### src/rtl/audio_out_pkg.sv
// ============================================================================
// Module      : audio_out_pkg
// Description : Shared widths, mid-scale duty and output mode encoding.
// Revision    : 1.0 - initial release
// ============================================================================
`default_nettype none

package audio_out_pkg;

  localparam int SAMPLE_BITS = 8;
  localparam int PWM_BITS    = 8;

  localparam logic [PWM_BITS-1:0] MIDSCALE = 8'h80;

  typedef enum logic {
    MODE_PWM = 1'b0,
    MODE_SD  = 1'b1
  } mode_e;

endpackage

`default_nettype wire

### src/rtl/audio_pwm_out_if.sv
// ============================================================================
// Module      : audio_pwm_out_if
// Description : Sample hand-off bundle between the oscillator and the modulator.
// Revision    : 1.0 - initial release
// ============================================================================
`default_nettype none

interface audio_pwm_out_if #(
  parameter int SAMPLE_BITS = audio_out_pkg::SAMPLE_BITS
);

  logic [SAMPLE_BITS-1:0] sample_in;
  logic                   sample_valid;
  logic                   clear_overrun;
  logic                   sample_taken;
  logic                   overrun;

  modport master (
    output sample_in,
    output sample_valid,
    output clear_overrun,
    input  sample_taken,
    input  overrun
  );

  modport slave (
    input  sample_in,
    input  sample_valid,
    input  clear_overrun,
    output sample_taken,
    output overrun
  );

endinterface

`default_nettype wire

### src/rtl/audio_pwm_out_sd.sv
// ============================================================================
// Module      : sd_modulator
// Description : First-order sigma-delta accumulator; carry is the 1-bit stream.
// Revision    : 1.0 - initial release
// ============================================================================
`default_nettype none

module sd_modulator #(
  parameter int PWM_BITS = audio_out_pkg::PWM_BITS
) (
  input  logic                clk,
  input  logic                reset,
  input  logic                enable,
  input  logic [PWM_BITS-1:0] duty,
  output logic                carry
);

  logic [PWM_BITS:0] acc;

  // Carry is dropped back to zero each step so it is a pure overflow flag.
  always_ff @(posedge clk) begin
    if (reset) begin
      acc <= '0;
    end else if (enable) begin
      acc <= {1'b0, acc[PWM_BITS-1:0]} + {1'b0, duty};
    end
  end

  assign carry = acc[PWM_BITS];

endmodule

`default_nettype wire

### src/rtl/audio_pwm_out.sv
// ============================================================================
// Module      : audio_pwm_out
// Description : Signed sample to 1-bit audio via frame PWM, double-buffered duty.
//               Optional sigma-delta mode when SIGMA_DELTA_EN is defined.
// Revision    : 1.0 - initial release
// ============================================================================
`default_nettype none

module audio_pwm_out #(
  parameter int SAMPLE_BITS = audio_out_pkg::SAMPLE_BITS,
  parameter int PWM_BITS    = audio_out_pkg::PWM_BITS
) (
  input  logic                  clk,
  input  logic                  reset,
  input  logic                  enable,
  input  logic                  mode,
  audio_pwm_out_if.slave        smp,
  output logic                  pwm_out,
  output logic                  frame_start
);

  localparam logic [PWM_BITS-1:0] CNT_MAX  = {PWM_BITS{1'b1}};
  localparam logic [PWM_BITS-1:0] MID_DUTY = {1'b1, {(PWM_BITS-1){1'b0}}};

  logic [PWM_BITS-1:0]    cnt;
  logic [PWM_BITS-1:0]    active;
  logic [PWM_BITS-1:0]    pending;
  logic                   pending_full;
  logic                   overrun_q;
  logic                   taken_q;

  logic [SAMPLE_BITS-1:0] conv;
  logic                   wrap;
  logic                   sd_sel;
  logic                   xfer_slot;
  logic                   do_xfer;
  logic                   ovr_event;
  logic                   mod_bit;

  // Two's complement to offset binary: flip the sign bit.
  assign conv = {~smp.sample_in[SAMPLE_BITS-1], smp.sample_in[SAMPLE_BITS-2:0]};

  assign wrap      = enable && (cnt == CNT_MAX);
  assign xfer_slot = sd_sel ? enable : wrap;
  assign do_xfer   = xfer_slot && pending_full;
  assign ovr_event = smp.sample_valid && pending_full && !do_xfer && !sd_sel;

`ifdef SIGMA_DELTA_EN
  audio_out_pkg::mode_e mode_q;
  logic                 sd_carry;

  // Mode only changes on a frame boundary so a frame is never split.
  always_ff @(posedge clk) begin
    if (reset) begin
      mode_q <= audio_out_pkg::MODE_PWM;
    end else if (wrap) begin
      mode_q <= audio_out_pkg::mode_e'(mode);
    end
  end

  assign sd_sel = (mode_q == audio_out_pkg::MODE_SD);

  sd_modulator #(
    .PWM_BITS (PWM_BITS)
  ) u_sd_modulator (
    .clk    (clk),
    .reset  (reset),
    .enable (enable && sd_sel),
    .duty   (active),
    .carry  (sd_carry)
  );

  assign mod_bit = sd_sel ? sd_carry : (cnt < active);
`else
  logic unused_mode;

  assign unused_mode = mode;
  assign sd_sel      = 1'b0;
  assign mod_bit     = (cnt < active);
`endif

  always_ff @(posedge clk) begin
    if (reset) begin
      cnt          <= '0;
      active       <= MID_DUTY;
      pending      <= MID_DUTY;
      pending_full <= 1'b0;
      overrun_q    <= 1'b0;
      pwm_out      <= 1'b0;
      frame_start  <= 1'b0;
      taken_q      <= 1'b0;
    end else begin
      if (enable) begin
        cnt <= cnt + 1'b1;
      end

      if (do_xfer) begin
        active <= pending;
      end

      // A new sample always lands in pending; a coincident transfer has
      // already consumed the old value above, so pending stays full.
      if (smp.sample_valid) begin
        pending      <= PWM_BITS'(conv);
        pending_full <= 1'b1;
      end else if (do_xfer) begin
        pending_full <= 1'b0;
      end

      if (ovr_event) begin
        overrun_q <= 1'b1;
      end else if (smp.clear_overrun) begin
        overrun_q <= 1'b0;
      end

      pwm_out     <= enable && mod_bit;
      frame_start <= wrap;
      taken_q     <= do_xfer;
    end
  end

  assign smp.sample_taken = taken_q;
  assign smp.overrun      = overrun_q;

endmodule

`default_nettype wire

### src/flat_wrapper.sv
// flat-port wrapper written by rule: the top's interface ports become plain ports
module audio_pwm_out_flat 
#(
  parameter int SAMPLE_BITS = audio_out_pkg::SAMPLE_BITS,
  parameter int PWM_BITS    = audio_out_pkg::PWM_BITS
)
  (clk, reset, enable, mode, pwm_out, frame_start, smp_sample_in, smp_sample_valid, smp_clear_overrun, smp_sample_taken, smp_overrun);
  audio_pwm_out_if #(.SAMPLE_BITS(SAMPLE_BITS)) smp_i ();
  input  logic clk;
  input  logic reset;
  input  logic enable;
  input  logic mode;
  output logic pwm_out;
  output logic frame_start;
  input wire logic [$bits(smp_i.sample_in)-1:0] smp_sample_in;
  input wire logic [$bits(smp_i.sample_valid)-1:0] smp_sample_valid;
  input wire logic [$bits(smp_i.clear_overrun)-1:0] smp_clear_overrun;
  output wire logic [$bits(smp_i.sample_taken)-1:0] smp_sample_taken;
  output wire logic [$bits(smp_i.overrun)-1:0] smp_overrun;
  assign smp_i.sample_in = smp_sample_in;
  assign smp_i.sample_valid = smp_sample_valid;
  assign smp_i.clear_overrun = smp_clear_overrun;
  assign smp_sample_taken = smp_i.sample_taken;
  assign smp_overrun = smp_i.overrun;
  audio_pwm_out #(.SAMPLE_BITS(SAMPLE_BITS), .PWM_BITS(PWM_BITS)) u_core (.clk(clk), .reset(reset), .enable(enable), .mode(mode), .smp(smp_i), .pwm_out(pwm_out), .frame_start(frame_start));
endmodule
### config.mk
export PLATFORM = sky130hd
export DESIGN_NAME = audio_pwm_out_flat
export DESIGN_NICKNAME = d
export VERILOG_FILES = /design/src/rtl/audio_out_pkg.sv /design/src/rtl/audio_pwm_out_if.sv /design/src/rtl/audio_pwm_out_sd.sv /design/src/rtl/audio_pwm_out.sv /design/src/flat_wrapper.sv
export SDC_FILE = /design/constraint.sdc
export NUM_CORES = 1
export LEC_CHECK = 0
export CAP_MARGIN = 40
export CELL_PAD_IN_SITES_DETAIL_PLACEMENT = 0
export CELL_PAD_IN_SITES_GLOBAL_PLACEMENT = 1
export CORE_ASPECT_RATIO = 0.6
export CORE_MARGIN = 2
export CORE_UTILIZATION = 43
export DETAILED_ROUTE_END_ITERATION = 6
export MAX_ROUTING_LAYER = met4
export PLACE_DENSITY = 0.88
export SYNTH_ARGS = -nofsm -noshare
export SYNTH_HDL_FRONTEND = slang
export SYNTH_SLANG_ARGS = --single-unit
export TNS_END_PERCENT = 10
### constraint.sdc
create_clock -name clk -period 2.4 [get_ports clk]
set_input_delay 0.36 -clock clk [delete_from_list [all_inputs] [get_ports clk]]
set_output_delay 0.36 -clock clk [all_outputs]
set_load 0.005 [all_outputs]
# ---- Yosys cells after proc, flatten, opt, wreduce, memory -nomap -nowiden
# Cells that the tools add are included.
dict set report totals {
  regBits 29
  inputBits 14
  word_cells 24
}
dict set report classes {
  n_addsub 1
  n_lt_le_gt_ge 1
  n_eq_ne 1
  n_mux 4
  n_bitwise 1
  reduce_logical 8
}
# operator count
set ops {}
lappend ops {{adder 8 x 1 -> 8 bit (second input constant)} 1}
lappend ops {{equality test 8 bit (second input constant)} 1}
lappend ops {{less-than comparator 8 bit} 1}
lappend ops {{logical AND 1 bit} 5}
lappend ops {{2-to-1 mux 1 bit} 4}
lappend ops {{nonzero test 2 bit} 2}
lappend ops {{logical NOT 1 bit} 1}
lappend ops {{NOT 1 bit} 1}

# ---- Depth between registers and ports, before layout
dict set report depth {
  ltp_word 6
  ltp_mapped 6
  mapped_depth_nobuf 6
}

# ---- Worst setup path before layout
# No wires, ideal clock.
dict set report synth_timing {
  path_kind {register -> register}
  startpoint {register u_core.cnt[0]}
  endpoint {register u_core.active[0]}
  t_arrival_ps 1163
  required_ps 2272
  setup_slack_ps 1109
  stages_incl_launch_ff 6
  synth_period_minus_slack_ps 1291
  cell_sequence {dfxtp_1 -> ha_1 -> and3_4 -> nand4_4 -> mux2i_1 -> nor2_1}
}
dict set report synth_between {
  elab_chain_cells 3
}
# item line_no
set synth_rtl {}
lappend synth_rtl {{start, declared} audio_pwm_out.sv:25} ;# logic [PWM_BITS-1:0] cnt;
lappend synth_rtl {{start signal, assigned} audio_pwm_out.sv:94} ;# cnt <= cnt + 1'b1;
lappend synth_rtl {{equality test 8 bit} audio_pwm_out.sv:43} ;# assign wrap = enable && (cnt == CNT_MAX);
lappend synth_rtl {{logical AND 1 bit} audio_pwm_out.sv:43}
lappend synth_rtl {{logical AND 1 bit} audio_pwm_out.sv:45} ;# assign do_xfer = xfer_slot && pending_full;
lappend synth_rtl {{end signal, assigned} audio_pwm_out.sv:98} ;# active <= pending;
lappend synth_rtl {{end, declared} audio_pwm_out.sv:26} ;# logic [PWM_BITS-1:0] active;
# Every way passes these cells.
# A chain may end at the register's enable or synchronous reset.

# ---- Final worst setup path
dict set report layout_timing {
  startpoint {input enable}
  endpoint {register u_core.active[5]}
}
dict set report layout_between {
  elab_chain_cells 2
}
# item line_no
set layout_rtl {}
lappend layout_rtl {{start, declared} flat_wrapper.sv:11} ;# input logic enable;
lappend layout_rtl {{logical AND 1 bit} audio_pwm_out.sv:43}
lappend layout_rtl {{logical AND 1 bit} audio_pwm_out.sv:45}
# Every way passes these cells.

==> impl_metrics.prom <==
# TYPE chip_impl_metric gauge
chip_impl_info{name="status",value="completed"} 1
chip_impl_metric{name="maxCapViolations",unit=""} 0
chip_impl_metric{name="yosysWarnings",unit=""} 0
chip_impl_metric{name="place.detailed.hpwl",unit="µm"} 1630
chip_impl_metric{name="intPower",unit="µW"} 735
chip_impl_metric{name="finalHoldViolations",unit=""} 0
chip_impl_metric{name="yosys_reg_bits",unit=""} 29
chip_impl_metric{name="setup_viol",unit=""} 0
chip_impl_metric{name="fin_crit",unit="ns"} 1.60
chip_impl_info{name="min_path_type",value="reg -> reg"} 1
chip_impl_metric{name="ios",unit=""} 18
chip_impl_metric{name="synthesis_to_finish_area_growth",unit="%"} 22.3
chip_impl_metric{name="gpl.final_weighted_congestion",unit=""} 0.714
chip_impl_metric{name="clock_sink_count",unit=""} 29
chip_impl_metric{name="num_rows",unit=""} 15
chip_impl_metric{name="area.sequential",unit="µm²"} 581
chip_impl_metric{name="grt_start_max_net_pins",unit=""} 18
chip_impl_metric{name="vias",unit=""} 916
chip_impl_metric{name="synthesis.area_per_instance",unit="µm²"} 9.67
chip_impl_metric{name="synth.yosys.seq_area_share",unit="%"} 46.9
chip_impl_metric{name="cts-htree-levels",unit=""} 2
chip_impl_metric{name="nNetsFinal",unit=""} 170
chip_impl_metric{name="worst_ep_arrival_time",unit="ns"} 1.75
chip_impl_metric{name="cts_hold_buf",unit=""} 0
chip_impl_metric{name="clock.fmax",unit="GHz"} 0.625
chip_impl_info{name="cts_root_buf",value="clkbuf_8"} 1
chip_impl_metric{name="global_route_wire_length_before_repair",unit="µm"} 3660
chip_impl_metric{name="power.share.switching",unit="%"} 22.6
chip_impl_metric{name="multi_input_combinational_cell_area",unit="µm²"} 614
chip_impl_metric{name="initial_core_util",unit="%"} 44.3
chip_impl_metric{name="die_area",unit="µm²"} 3340
chip_impl_info{name="largest_cells_by_area_after_synthesis",value="dfxtp_1 47%, mux2i_1 12%, ha_1 8.1%, nor2_1 7.3%, xor2_1 2.8%"} 1
chip_impl_metric{name="timing.setup.tns",unit="ns"} 0
chip_impl_metric{name="worst_skew_pair.late_latency",unit="ns"} 0.28
chip_impl_metric{name="synth.lib_cells_used.distinct",unit=""} 28
chip_impl_metric{name="syn_inst",unit=""} 128
chip_impl_metric{name="finalPower",unit="µW"} 949
chip_impl_metric{name="routed_via_density",unit=""} 5.01
chip_impl_metric{name="worst-endpoint-required",unit="ns"} 2.55
chip_impl_metric{name="dieWidth",unit="µm"} 73.3
chip_impl_metric{name="power.ir.vdd_worst",unit="mV"} 0.355
chip_impl_metric{name="placed_area",unit="µm²"} 1430
chip_impl_metric{name="via_count_of_the_first_global_routing_pass",unit=""} 860
chip_impl_metric{name="drt-total-wl",unit="µm"} 2200
chip_impl_metric{name="clk_pin_slew",unit="ns"} 0.06
chip_impl_metric{name="route.detailed.wl_per_inst",unit="µm"} 12.0
chip_impl_metric{name="drt-initial-drc-count",unit=""} 17
chip_impl_metric{name="post_cts_buffers",unit=""} 0
chip_impl_metric{name="postRouteAntennaNets",unit=""} 0
chip_impl_info{name="rsz0062_at_grt",value="no"} 1
chip_impl_info{name="crit_type",value="in -> reg"} 1
chip_impl_metric{name="antennaDiodeCount",unit=""} 0
chip_impl_metric{name="sequential_fraction_of_design_power",unit="%"} 53.4
chip_impl_metric{name="netlist.area_leader.share",unit="%"} 46.9
chip_impl_metric{name="skew",unit="ns"} 0.00108
chip_impl_metric{name="comb_pwr_share",unit="%"} 7.0
chip_impl_metric{name="min_period_over_period",unit="%"} 66.6
chip_impl_metric{name="drive_above_1_share",unit="%"} 8.72
chip_impl_metric{name="syn_nets",unit=""} 150
chip_impl_metric{name="path_max_fanout",unit=""} 9
chip_impl_metric{name="cts_inserted_buffers",unit=""} 5
chip_impl_metric{name="detail_route.first_pass.iterations",unit=""} 4
chip_impl_metric{name="antenna_found_initial",unit=""} 0
chip_impl_info{name="critical_path_start_type",value="input pin"} 1
chip_impl_metric{name="grt_usage",unit="%"} 15.8
chip_impl_metric{name="power.switching",unit="µW"} 215
chip_impl_metric{name="finalInstanceArea",unit="µm²"} 1510
chip_impl_metric{name="numPortBuffers",unit=""} 16
chip_impl_metric{name="netlist_area",unit="µm²"} 1240
chip_impl_metric{name="fin_worst_hold_slack",unit="ns"} 0.492
chip_impl_metric{name="clockPowerShare",unit="%"} 39.6
chip_impl_metric{name="fillCellCount",unit=""} 252
chip_impl_metric{name="final_max_slew_viol_count",unit=""} 0
chip_impl_metric{name="die_height",unit="µm"} 45.6
chip_impl_info{name="tritoncts",value="done"} 1
chip_impl_metric{name="grt_overflow_total",unit=""} 0
chip_impl_metric{name="timing.slew.headroom",unit="%"} 60.2
chip_impl_metric{name="drc_violation_count_after_routing",unit=""} 0
chip_impl_info{name="setup.worst_path.end_class",value="flip-flop"} 1
chip_impl_metric{name="post_cts_resized",unit=""} 0
chip_impl_metric{name="cts_buffer_depth",unit=""} 2
chip_impl_info{name="synth_area_leader_cell",value="dfxtp_1"} 1
chip_impl_metric{name="worstMarginPinSlew",unit="ns"} 0.595
chip_impl_metric{name="leakage",unit="µW"} 0.000666
chip_impl_metric{name="cellPowerDensity",unit="nW/µm²"} 627
chip_impl_metric{name="design.core.area",unit="µm²"} 2800
==> power groups by stage <==
stage	combinational [µW]	clock [µW]	sequential, µW
after floorplan	34.9	0	515
after global routing	74.3	409	508
after detailed placement	66.8	0	517
after global placement	64.0	0	517
final	66.4	376	507
after CTS	67.6	386	507
==> cell usage in the layout, fill, tap and decap left out, types with 2 or more instances in the layout <==
| master | Yosys | final |
|---|---|---|
| clkbuf_8 | 0 | 5 |
| xor2_1 | 4 | 4 |
| nand2_1 | 8 | 8 |
| ha_1 | 8 | 8 |
| nand2b_1 | 2 | 2 |
| or3_1 | 2 | 2 |
| a211oi_1 | 2 | 2 |
| clkinv_2 | 0 | 2 |
| mux2i_1 | 15 | 15 |
| o21ai_0 | 3 | 3 |
| clkdlybuf4s50_1 | 0 | 16 |
| nor2_1 | 24 | 24 |
| dfxtp_1 | 29 | 29 |
| nand3_1 | 2 | 2 |
| a21oi_1 | 5 | 5 |
| inv_1 | 7 | 7 |
==> routing by layer <==
| metal | wire [µm] | up-vias | global-route usage [%] | share of wire [%] |
|---|---|---|---|---|
| li1 | - | 474 | - | - |
| met1 | 1060 | 415 | 17.5 | 48 |
| met2 | 959 | 23 | 25.4 | 44 |
| met3 | 139 | 4 | 5.31 | 6.3 |
| met4 | 42 | 0 | 8.89 | 1.9 |
| met5 | 0 | - | - | 0 |
==> final timing paths <==
check,start,endpoint,slack (ns),cells past startpoint
max reg2reg,u_core.cnt[0]$_SDFFE_PP0P_,u_core.active[5]$_SDFFE_PP0P_,0.94,5
min,u_core.pending[0]$_SDFFE_PP0P_,u_core.pending[0]$_SDFFE_PP0P_,0.49,2
min reg2reg,u_core.pending[0]$_SDFFE_PP0P_,u_core.pending[0]$_SDFFE_PP0P_,0.49,2
max,enable,u_core.active[5]$_SDFFE_PP0P_,0.80,5
==> flip-flops by register name, summed over array words and instances (netlist names) <==
register                 cells
u_core.cnt                   8
u_core.pwm_out               1
u_core.pending               8
u_core.smp.overrun           1
u_core.pending_full          1
u_core.smp.sample_taken      1
u_core.frame_start           1
u_core.active                8
==> cell type report <==
cell class / count / area share, %
flip-flops and latches: 29 / 38.3
repair buffers: 17 / 11.1
multi-input cells: 88 / 40.6
clock inverters: 2 / 0.661
inverters: 7 / 1.74
clock buffers: 6 / 4.79
well taps: 34 / 2.81
==> synth_stat cells, drive strengths merged <==
cell and n:
o211ai 1, nor3 1, or3b 1, clkbuf 3, nor2 24, or3 2
buf 1, and3 2, nand2b 2, xor2 4, inv 7, dfxtp 29
nand4 2, nand2 8, o21ai 3, and2 1, a21oi 5, ha 8
o21a 1, xnor2 1, o2111ai 1, nand3 2, a211oi 2, mux2i 15
nor3b 1, a31oi 1
==> critical path, stage by stage <==
cell             delay [ns]
clkdlybuf4s50_1        0.61
and3_4                 0.28
nand4_4                0.22
mux2i_1                0.21
nor2_1                 0.06
==> cell families after synthesis <==
logic type / synth area share, %
AND/OR/NAND/NOR: 19.0
flip-flops: 46.9
multiplexers: 12.1
AO/OA/AOI/OAI: 6.88
buffers and inverters: 3.44
adder cells (fa/ha/maj): 8.09
XOR/XNOR: 3.54
==> through the flow <==
stage	cells	utilization, %	setup WS, ns
2_1_floorplan	128	-	1.11
3_3_place_gp	175	51.2	0.538
3_5_place_dp	175	51.2	0.507
4_1_cts	183	54.1	0.806
5_1_grt	183	54.1	0.690
6_report	183	54.1	0.800
Power figures use the tool's default switching activity.
